--- config.mk ---
export PLATFORM = sky130hd
export DESIGN_NAME = irq_ctrl
export DESIGN_NICKNAME = d
export VERILOG_FILES = /design/src/rtl/irq_pkg.sv /design/src/rtl/irq_sync_edge.sv /design/src/rtl/irq_ctrl.sv
export SDC_FILE = /design/constraint.sdc
export NUM_CORES = 1
export LEC_CHECK = 0
export BUFFER_PORTS_ARGS = -buffer_cell sky130_fd_sc_hd__buf_2
export CAP_MARGIN = 20
export CORE_MARGIN = 2
export CORE_UTILIZATION = 25
export DETAILED_ROUTE_END_ITERATION = 10
export PLACE_DENSITY = 0.43
export SETUP_SLACK_MARGIN = 0.5
export SYNTH_ARGS = -nofsm -noshare
export SYNTH_HDL_FRONTEND = slang
export SYNTH_SLANG_ARGS = --single-unit
export TNS_END_PERCENT = 100
--- constraint.sdc ---
create_clock -name clk -period 2.1 [get_ports clk]
set_input_delay 0.42 -clock clk [delete_from_list [all_inputs] [get_ports clk]]
set_output_delay 0.42 -clock clk [all_outputs]
set_load 0.01 [all_outputs]
--- src/rtl/irq_pkg.sv ---
// Shared types and constants for the interrupt sequencer.
//   irq_state_e        : sequencer state encoding
//   ISR_VECTOR_DEFAULT : default ISR entry byte address
//   ADDR_W / CNT_W     : address width and drain-counter width
package irq_pkg;

    localparam int unsigned ADDR_W = 32;
    localparam int unsigned CNT_W  = 4;

    localparam logic [ADDR_W-1:0] ISR_VECTOR_DEFAULT = 32'h0000_0100;

    typedef enum logic [2:0] {
        IDLE   = 3'd0,
        DRAIN  = 3'd1,
        ENTER  = 3'd2,
        ISR    = 3'd3,
        RETURN = 3'd4
    } irq_state_e;

endpackage : irq_pkg

--- src/rtl/irq_sync_edge.sv ---
// Multi-flop synchronizer for an asynchronous level input followed by a
// rising-edge detector.
//   clk, rst_n : clock and synchronous active-low reset
//   async_in   : asynchronous level input
//   rise_c     : one-cycle pulse (combinational from flops) on a synchronized 0->1
module irq_sync_edge #(
    parameter int unsigned SYNC_STAGES = 2
) (
    input  logic clk,
    input  logic rst_n,
    input  logic async_in,
    output logic rise_c
);

    logic [SYNC_STAGES-1:0] sync_q;
    logic                   prev_q;

    // Synchronizer chain plus the previous-value flop used for edge detection.
    always_ff @(posedge clk) begin
        if (!rst_n) begin
            sync_q <= '0;
            prev_q <= 1'b0;
        end else begin
            sync_q <= {sync_q[SYNC_STAGES-2:0], async_in};
            prev_q <= sync_q[SYNC_STAGES-1];
        end
    end

    assign rise_c = sync_q[SYNC_STAGES-1] & ~prev_q;

endmodule : irq_sync_edge

--- src/rtl/irq_ctrl.sv ---
// Interrupt sequencer in front of the program counter. Synchronizes irq,
// drains the pipeline with int_nop, redirects fetch to the ISR vector, keeps
// the return PC (epc) and performs the ERET jump back.
//   clk, rst_n  : clock and synchronous active-low reset
//   irq         : asynchronous interrupt request (rising edge is the event)
//   pc          : current fetch PC
//   jp_success  : branch/jump taken this cycle, jp_target its destination
//   load_use    : load-use stall active
//   eret_id     : ERET decoded this cycle
//   int_nop     : hold PC and inject NOP
//   irq_enter   : pulse, load pc_target (ISR vector) into PC
//   irq_ret     : pulse, load pc_target (epc) into PC
//   pc_target   : redirect address
//   epc         : saved return address
//   in_isr      : high from irq_enter through the irq_ret cycle
module irq_ctrl
    import irq_pkg::*;
#(
    parameter logic [ADDR_W-1:0] ISR_VECTOR   = ISR_VECTOR_DEFAULT,
    parameter int unsigned       DRAIN_CYCLES = 2,
    parameter int unsigned       SYNC_STAGES  = 2
) (
    input  logic              clk,
    input  logic              rst_n,
    input  logic              irq,
    input  logic [ADDR_W-1:0] pc,
    input  logic              jp_success,
    input  logic [ADDR_W-1:0] jp_target,
    input  logic              load_use,
    input  logic              eret_id,
    output logic              int_nop,
    output logic              irq_enter,
    output logic              irq_ret,
    output logic [ADDR_W-1:0] pc_target,
    output logic [ADDR_W-1:0] epc,
    output logic              in_isr
);

    irq_state_e        state_q, state_d;
    logic              pending_q, pending_d;
    logic [CNT_W-1:0]  cnt_q, cnt_d;
    logic [ADDR_W-1:0] epc_d;
    logic [ADDR_W-1:0] pc_target_d;
    logic              int_nop_d, irq_enter_d, irq_ret_d, in_isr_d;
    logic              irq_rise_c;

    // Input conditioning for the external request.
    irq_sync_edge #(
        .SYNC_STAGES (SYNC_STAGES)
    ) u_irq_sync (
        .clk      (clk),
        .rst_n    (rst_n),
        .async_in (irq),
        .rise_c   (irq_rise_c)
    );

    // State, bookkeeping and registered outputs.
    always_ff @(posedge clk) begin
        if (!rst_n) begin
            state_q   <= IDLE;
            pending_q <= 1'b0;
            cnt_q     <= '0;
            epc       <= '0;
            pc_target <= '0;
            int_nop   <= 1'b0;
            irq_enter <= 1'b0;
            irq_ret   <= 1'b0;
            in_isr    <= 1'b0;
        end else begin
            state_q   <= state_d;
            pending_q <= pending_d;
            cnt_q     <= cnt_d;
            epc       <= epc_d;
            pc_target <= pc_target_d;
            int_nop   <= int_nop_d;
            irq_enter <= irq_enter_d;
            irq_ret   <= irq_ret_d;
            in_isr    <= in_isr_d;
        end
    end

    // Next-state logic; outputs are decoded from the next state so they are
    // valid in the same cycle the state register holds that state.
    always_comb begin
        state_d   = state_q;
        cnt_d     = cnt_q;
        epc_d     = epc;
        // Edges merge into a single pending request.
        pending_d = pending_q | irq_rise_c;

        case (state_q)
            IDLE: begin
                // A taken branch or load-use stall defers entry so epc is stable.
                if (pending_q && !jp_success && !load_use) begin
                    state_d = DRAIN;
                    epc_d   = pc;
                    cnt_d   = CNT_W'(DRAIN_CYCLES - 1);
                end
            end
            DRAIN: begin
                // An older branch resolving during drain is the true return point.
                if (jp_success) begin
                    epc_d = jp_target;
                end
                if (cnt_q == '0) begin
                    state_d = ENTER;
                end else begin
                    cnt_d = cnt_q - CNT_W'(1);
                end
            end
            ENTER: begin
                state_d   = ISR;
                // Request being serviced is retired; a coincident new edge survives.
                pending_d = irq_rise_c;
            end
            ISR: begin
                if (eret_id) begin
                    state_d = RETURN;
                end
            end
            RETURN: begin
                state_d = IDLE;
            end
            default: begin
                state_d = IDLE;
            end
        endcase

        int_nop_d   = (state_d == DRAIN);
        irq_enter_d = (state_d == ENTER);
        irq_ret_d   = (state_d == RETURN);
        in_isr_d    = (state_d == ENTER) || (state_d == ISR) || (state_d == RETURN);
        pc_target_d = (state_d == ENTER) ? ISR_VECTOR : epc_d;
    end

endmodule : irq_ctrl

==> impl_metrics.tcl, run 1 <==
set metrics [dict create \
    synth-seq-area-share_pct 49.2 \
    max_cap_viol_count 0 \
    portBuffers 137 \
    synth_commonest_cells "dfxtp_1, nor2b_1, nor2_1" \
    synth_xor_xnor_area_share_pct 0.545 \
    placedCellCount 596 \
    cp-start-kind "register" \
    cts_buffers 9 \
    place_hpwl_um 6430 \
    post-route-util_pct 36.2 \
    grt_pass1_wl_um 14700 \
    dpl_cell_area_mm2 0.00410 \
    cp.arrival_ns 1.79 \
    worst_pin_slew_ns 0.383 \
    tns_ns 0 \
    cts_tree "built" \
    reg2reg_slack_ns 0.51 \
    synth-edff-count 0 \
    pin_count 138 \
    power_density_mw_per_mm2 775 \
    synthTopCellsByArea "dfxtp_1, a222oi_1, mux2_2" \
    grt_max_degree 40 \
    clkSlewWorstSetupHoldPaths_ns 0.06 \
    setup_violations 0 \
    dieArea_mm2 0.0138 \
    outcome "finished clean" \
    cts_max_level 3 \
    synth_compound_area_share_pct 14.9 \
    ir_drop_mv 0.317 \
    min_path_type "input pin to register" \
    cts-root-buf "clkbuf_16" \
    critPathCaptureType "register" \
    ys.flop_type "dfxtp_1" \
    n_antenna_cell 0 \
    muxShareOfSynthArea_pct 9.06 \
    hold_viol_final 0 \
    period_needed_ns 1.59 \
    die_w_um 117 \
    worstPathRequired_ns 2.30 \
    row_count 41 \
    netlist.area_leader.share_pct 49.2 \
    worstPathMaxFanout 13 \
    initial_utilization_pct 25.6 \
    synth-seq-cells 79 \
    worstReg2RegStart "pending_q$_SDFF_PN0_" \
    coreArea_mm2 0.0126 \
    syn_avg_cell_area_um2 10.7 \
    synth.largest_area_cell "dfxtp_1" \
    synth_area_mm2 0.00322 \
    yosysWarnings 0 \
    r2r_end "pc_target[12]$_SDFF_PP0_" \
    grt.overflow.total 0 \
    drtIter0Drc 188 \
    synth_nets 372 \
    fin_skew_ns 0.00634 \
    design_area_mm2 0.00455 \
    worst-setup-path-type "register to register" \
    numClockSinks 79 \
    leakage_nw 2.09 \
    relSlewSlack_pct 74.4 \
    netlist-cell-type-count 37 \
    dieHeight_um 117 \
    drtPass1Iterations 8 \
    drive_gt1_share_pct 46.2 \
    synth_top_family_by_area "simple AND/OR/NAND/NOR gates" \
    rsz0062_at_grt "yes" \
    async_reset_ff_share_pct 0 \
    worstRegToRegCells 6 \
    crit_start "pending_q$_SDFF_PN0_" \
    nets 513 \
    area.growth.synth_to_final_pct 41.5 \
    period_share_pct 75.5 \
    place.gp.congestion 0.758 \
    hold_start "irq" \
    clock_latency_ns 0.33 \
    final_max_slew_viol_count 0 \
    drc 0 \
    netlist_instances 300 \
    max_freq_mhz 630 \
    hold_depth 2 \
    grt_antenna_before_repair 0 \
    p_total_w 0.00353 \
    grt.total_usage_pct 13.6 \
    yosysMostFrequentCell "dfxtp_1" \
    antenna_left 0 \
    routed_wl_um 9770 \
    synthSimpleGateAreaFrac_pct 20.3 \
    viasPerCell 4.56 \
    wl_per_cell_um 15.8 \
    whs_endpoint "u_irq_sync.sync_q[0]$_SDFF_PN0_" \
    clock_path_buffers 2 \
    synthAdderAreaFrac_pct 0.778 \
    vias 2820 \
    final_cells 618 \
    first_global_vias 2746 \
]
-- area by class of cell --
| class | count | area, µm² |
|---|---|---|
| Sequential cell | 79 | 1590 |
| Clock buffer | 12 | 267 |
| Multi-Input combinational cell | 193 | 1500 |
| Fill cell | 1306 | 8020 |
| Timing Repair Buffer | 156 | 921 |
| Inverter | 2 | 7.51 |
| Tap cell | 172 | 215 |
| Clock inverter | 4 | 51.3 |
-- worst max-delay path, cell delays in order (launching register included) --
cell	delay (ns)
dfxtp_2	0.33
nor3b_4	0.29
buf_6	0.15
o21ai_4	0.08
clkbuf_16	0.20
a222oi_1	0.31
nor2_1	0.09
-- worst max path at each step --
| stage | end | slack, ns | cells past startpoint |
|---|---|---|---|
| floorplan | pc_target[23]$_SDFF_PP0_ | 0.50 | 9 |
| detailed placement | pc_target[31]$_SDFF_PP0_ | 0.29 | 6 |
| finish | pc_target[12]$_SDFF_PP0_ | 0.51 | 6 |
| CTS | pc_target[2]$_SDFF_PP0_ | 0.51 | 6 |
| global placement | epc[4]$_SDFF_PN0_ | 0.31 | 6 |
| global route | pc_target[16]$_SDFF_PP0_ | 0.40 | 6 |
-- cell families after synthesis --
family | count (synthesis)
xor gates and xnor gates | 2
adders and majority gates | 2
AOI/OAI and AO/OA | 54
and+or+nand+nor | 109
DFF | 79
muxes | 26
buffers and inverters | 28
-- timing repair --
item                                    CTS  global route
gates cloned                              0             2
resized for setup                        11             7
hold buffers                              0             0
setup buffers                             2             2
pin swaps                                 2            18
endpoints found under the setup margin   55            60
-- flip-flops by register name, summed over array words and instances, names as in the netlist --
name	flops
cnt_q	4
u_irq_sync.prev_q	1
int_nop	1
state_q	3
epc	32
pending_q	1
pc_target	32
irq_ret	1
in_isr	1
u_irq_sync.sync_q	2
irq_enter	1
-- cells in the final DEF, fill, tap and decap left out, types with 5 or more instances in the layout --
master and instances:
a21oi_1 7, a221o_1 6, a222oi_1 25, a32o_1 6, and2_1 6, buf_2 137, buf_4 11, clkbuf_16 11
dfxtp_1 74, mux2_1 6, mux2_2 19, nand2b_1 9, nand3_1 5, nand4bb_1 6, nor2_1 31, nor2b_1 34
o21a_1 5
-- through the flow --
| step | hold WS, ns | worst slack, ns |
|---|---|---|
| after floorplan | 0.412 | 0.502 |
| after global placement | 0.425 | 0.311 |
| after detailed placement | 0.430 | 0.290 |
| after CTS | 0.294 | 0.509 |
| after global routing | 0.294 | 0.400 |
| final | 0.305 | 0.514 |
-- routing by layer --
layer | GRT usage [%] | vias to the layer above | wire length (µm)
met4 | 6.63 | 0 | 248
li1 | - | 1382 | -
met1 | 16.6 | 1353 | 4240
met3 | 2.53 | 16 | 373
met2 | 23.0 | 69 | 4910
met5 | 0 | - | 0
-- power breakdown --
group	leakage, nW	internal, W	switching (W)
logic	1.29	0.000178	0.000166
registers	0.641	0.00154	0.0000214
clock network	0.155	0.00102	0.000606
(Power assumes the default switching activity.)
==> inputs of run 2 (changes only) <==
==> constraint.sdc (replaced) <==
create_clock -name clk -period 1.6 [get_ports clk]
set_input_delay 0.32 -clock clk [delete_from_list [all_inputs] [get_ports clk]]
set_output_delay 0.32 -clock clk [all_outputs]
set_load 0.01 [all_outputs]
==> run 2 against run 1 <==
Net effect: wire length increased by 14%; setup slack got worse by 0.46 ns; clock power increased by 28%; sequential share of layout area decreased by 4.0 points; register-to-register slack got worse by 0.46 ns; core utilization increased by 6.8 points; via count increased by 7.9%; critical endpoint is now pc_target[20]$_SDFF_PP0_; largest power group unchanged.
==> impl_metrics.tcl, run 2 (synthesized netlist as in run 1, its figures left out) <==
set metrics [dict create \
    cts_tree "built" \
    dpl_worst_slack_ns -0.112 \
    p_total_w 0.00470 \
    setup_violations 0 \
    clock_latency_ns 0.33 \
    grt_antenna_before_repair 0 \
    power_density_mw_per_mm2 870 \
    leakage_nw 2.33 \
    pin_count 138 \
    worst_pin_slew_ns 0.444 \
    path_delay_family "simple AND/OR/NAND/NOR gates" \
    layout_common_cells "buf_2, buf_6, dfxtp_2, nor2b_1" \
    die_w_um 117 \
    cp-start-kind "register" \
    dieHeight_um 117 \
    grt.overflow.total 0 \
    final_max_slew_viol_count 0 \
    cts_max_level 3 \
    row_count 41 \
    portBuffers 137 \
    cts-root-buf "clkbuf_16" \
    place_hpwl_um 6380 \
    place.gp.congestion 0.763 \
    first_global_vias 2967 \
    nFillCells 1236 \
    crit_buf_inv 2 \
    outcome "finished clean" \
    final_cells 647 \
    max_cap_viol_count 0 \
    hold_viol_final 0 \
    worstPathRequired_ns 1.82 \
    clkSlewWorstSetupHoldPaths_ns 0.06 \
    clock_path_buffers 2 \
    cp.arrival_ns 1.77 \
    relSlewSlack_pct 70.4 \
    fin_skew_ns 0.00788 \
    cts_buffers 9 \
    crit_path_top_delay_cell "dfxtp_2" \
    hold_buffers 0 \
    max_freq_mhz 645 \
    nets 542 \
    reg_top3 "epc: 32 flops, pc_target: 32 flops, cnt_q: 4 flops" \
    rsz0062_at_grt "yes" \
    drtPass1Iterations 6 \
    period_needed_ns 1.55 \
    slowest_delay_ns 0.33 \
    grt_max_degree 40 \
    drive_gt1_share_pct 64.4 \
    antenna_left 0 \
    grt.total_usage_pct 15.0 \
    fin_ws_ns 0.0498 \
    critPathCaptureType "register" \
    worst-setup-path-type "register to register" \
    vias 3043 \
    drtIter0Drc 203 \
    n_antenna_cell 0 \
    final_common_cell "buf_2" \
    routed_wl_um 11200 \
    ir_drop_mv 0.535 \
    worstPathMaxFanout 4 \
    placedCellCount 600 \
    numClockSinks 79 \
    viasPerCell 4.70 \
    coreArea_mm2 0.0126 \
    initial_utilization_pct 25.6 \
    min_path_type "input pin to register" \
    dieArea_mm2 0.0138 \
    grt_pass1_wl_um 16200 \
    path_cells "nor3b_4 -> buf_6 -> nor4b_4 -> buf_4 -> a221o_1 -> nor2b_1" \
    wl_per_cell_um 17.3 \
    drc 0 \
    area.growth.synth_to_final_pct 68.0 \
    period_share_pct 96.9 \
]
## run 2: layout make-up
class,count,area (µm²),share of cell area [%]
clock buffers,10,239,4.42
clock inverters,6,70.1,1.30
inverters,2,7.51,0.139
multi-input cells,196,1640,30.4
flip-flops and latches,79,1670,30.9
well taps,172,215,3.98
repair buffers,182,1560,28.8
## run 2: repair_timing
action                                 4_1_cts  5_1_grt
setup endpoints to repair                  122      138
buffers inserted                            17        3
endpoints found under the hold margin        0        0
pin swaps                                   35       17
cloned                                       6        5
gates resized for setup                    114       30
## run 2: layer usage
| layer | part of all wire [%] | track usage [%] | wire [µm] |
|---|---|---|---|
| met1 | 46 | 19.4 | 5190 |
| met2 | 48 | 24.2 | 5320 |
| met3 | 4.3 | 3.31 | 475 |
| met4 | 1.6 | 5.80 | 184 |
| met5 | 0 | 0 | 0 |
## run 2: where the power goes
part / total (W) / internal [W] / leakage [nW] / switching [W]
Sequential: 0.00205 / 0.00201 / 0.669 / 0.0000343
Clock: 0.00208 / 0.00126 / 0.141 / 0.000827
Combinational: 0.000571 / 0.000316 / 1.52 / 0.000255
## run 2: final timing paths
kind / from / to / slack (ns) / cells past startpoint
worst max-delay path: pending_q$_SDFF_PN0_ / pc_target[20]$_SDFF_PP0_ / 0.05 / 6
worst min-delay path: irq / u_irq_sync.sync_q[0]$_SDFF_PN0_ / 0.20 / 2
worst max register to register: pending_q$_SDFF_PN0_ / pc_target[20]$_SDFF_PP0_ / 0.05 / 6
worst min register to register: u_irq_sync.sync_q[0]$_SDFF_PN0_ / u_irq_sync.sync_q[1]$_SDFF_PN0_ / 0.45 / 1
## run 2: metrics by stage
step                      hold slack (ns)  instance area [µm²]  setup TNS, ns  util, %
after global routing                0.201                 5400       -0.00439     43.0
final                               0.198                 5400              0     43.0
after detailed placement            0.436                 4210          -1.93     33.5
after CTS                           0.191                 5170              0     41.2
after global placement              0.437                 4210          -1.07     33.5
after floorplan                     0.412                 3360              0        -
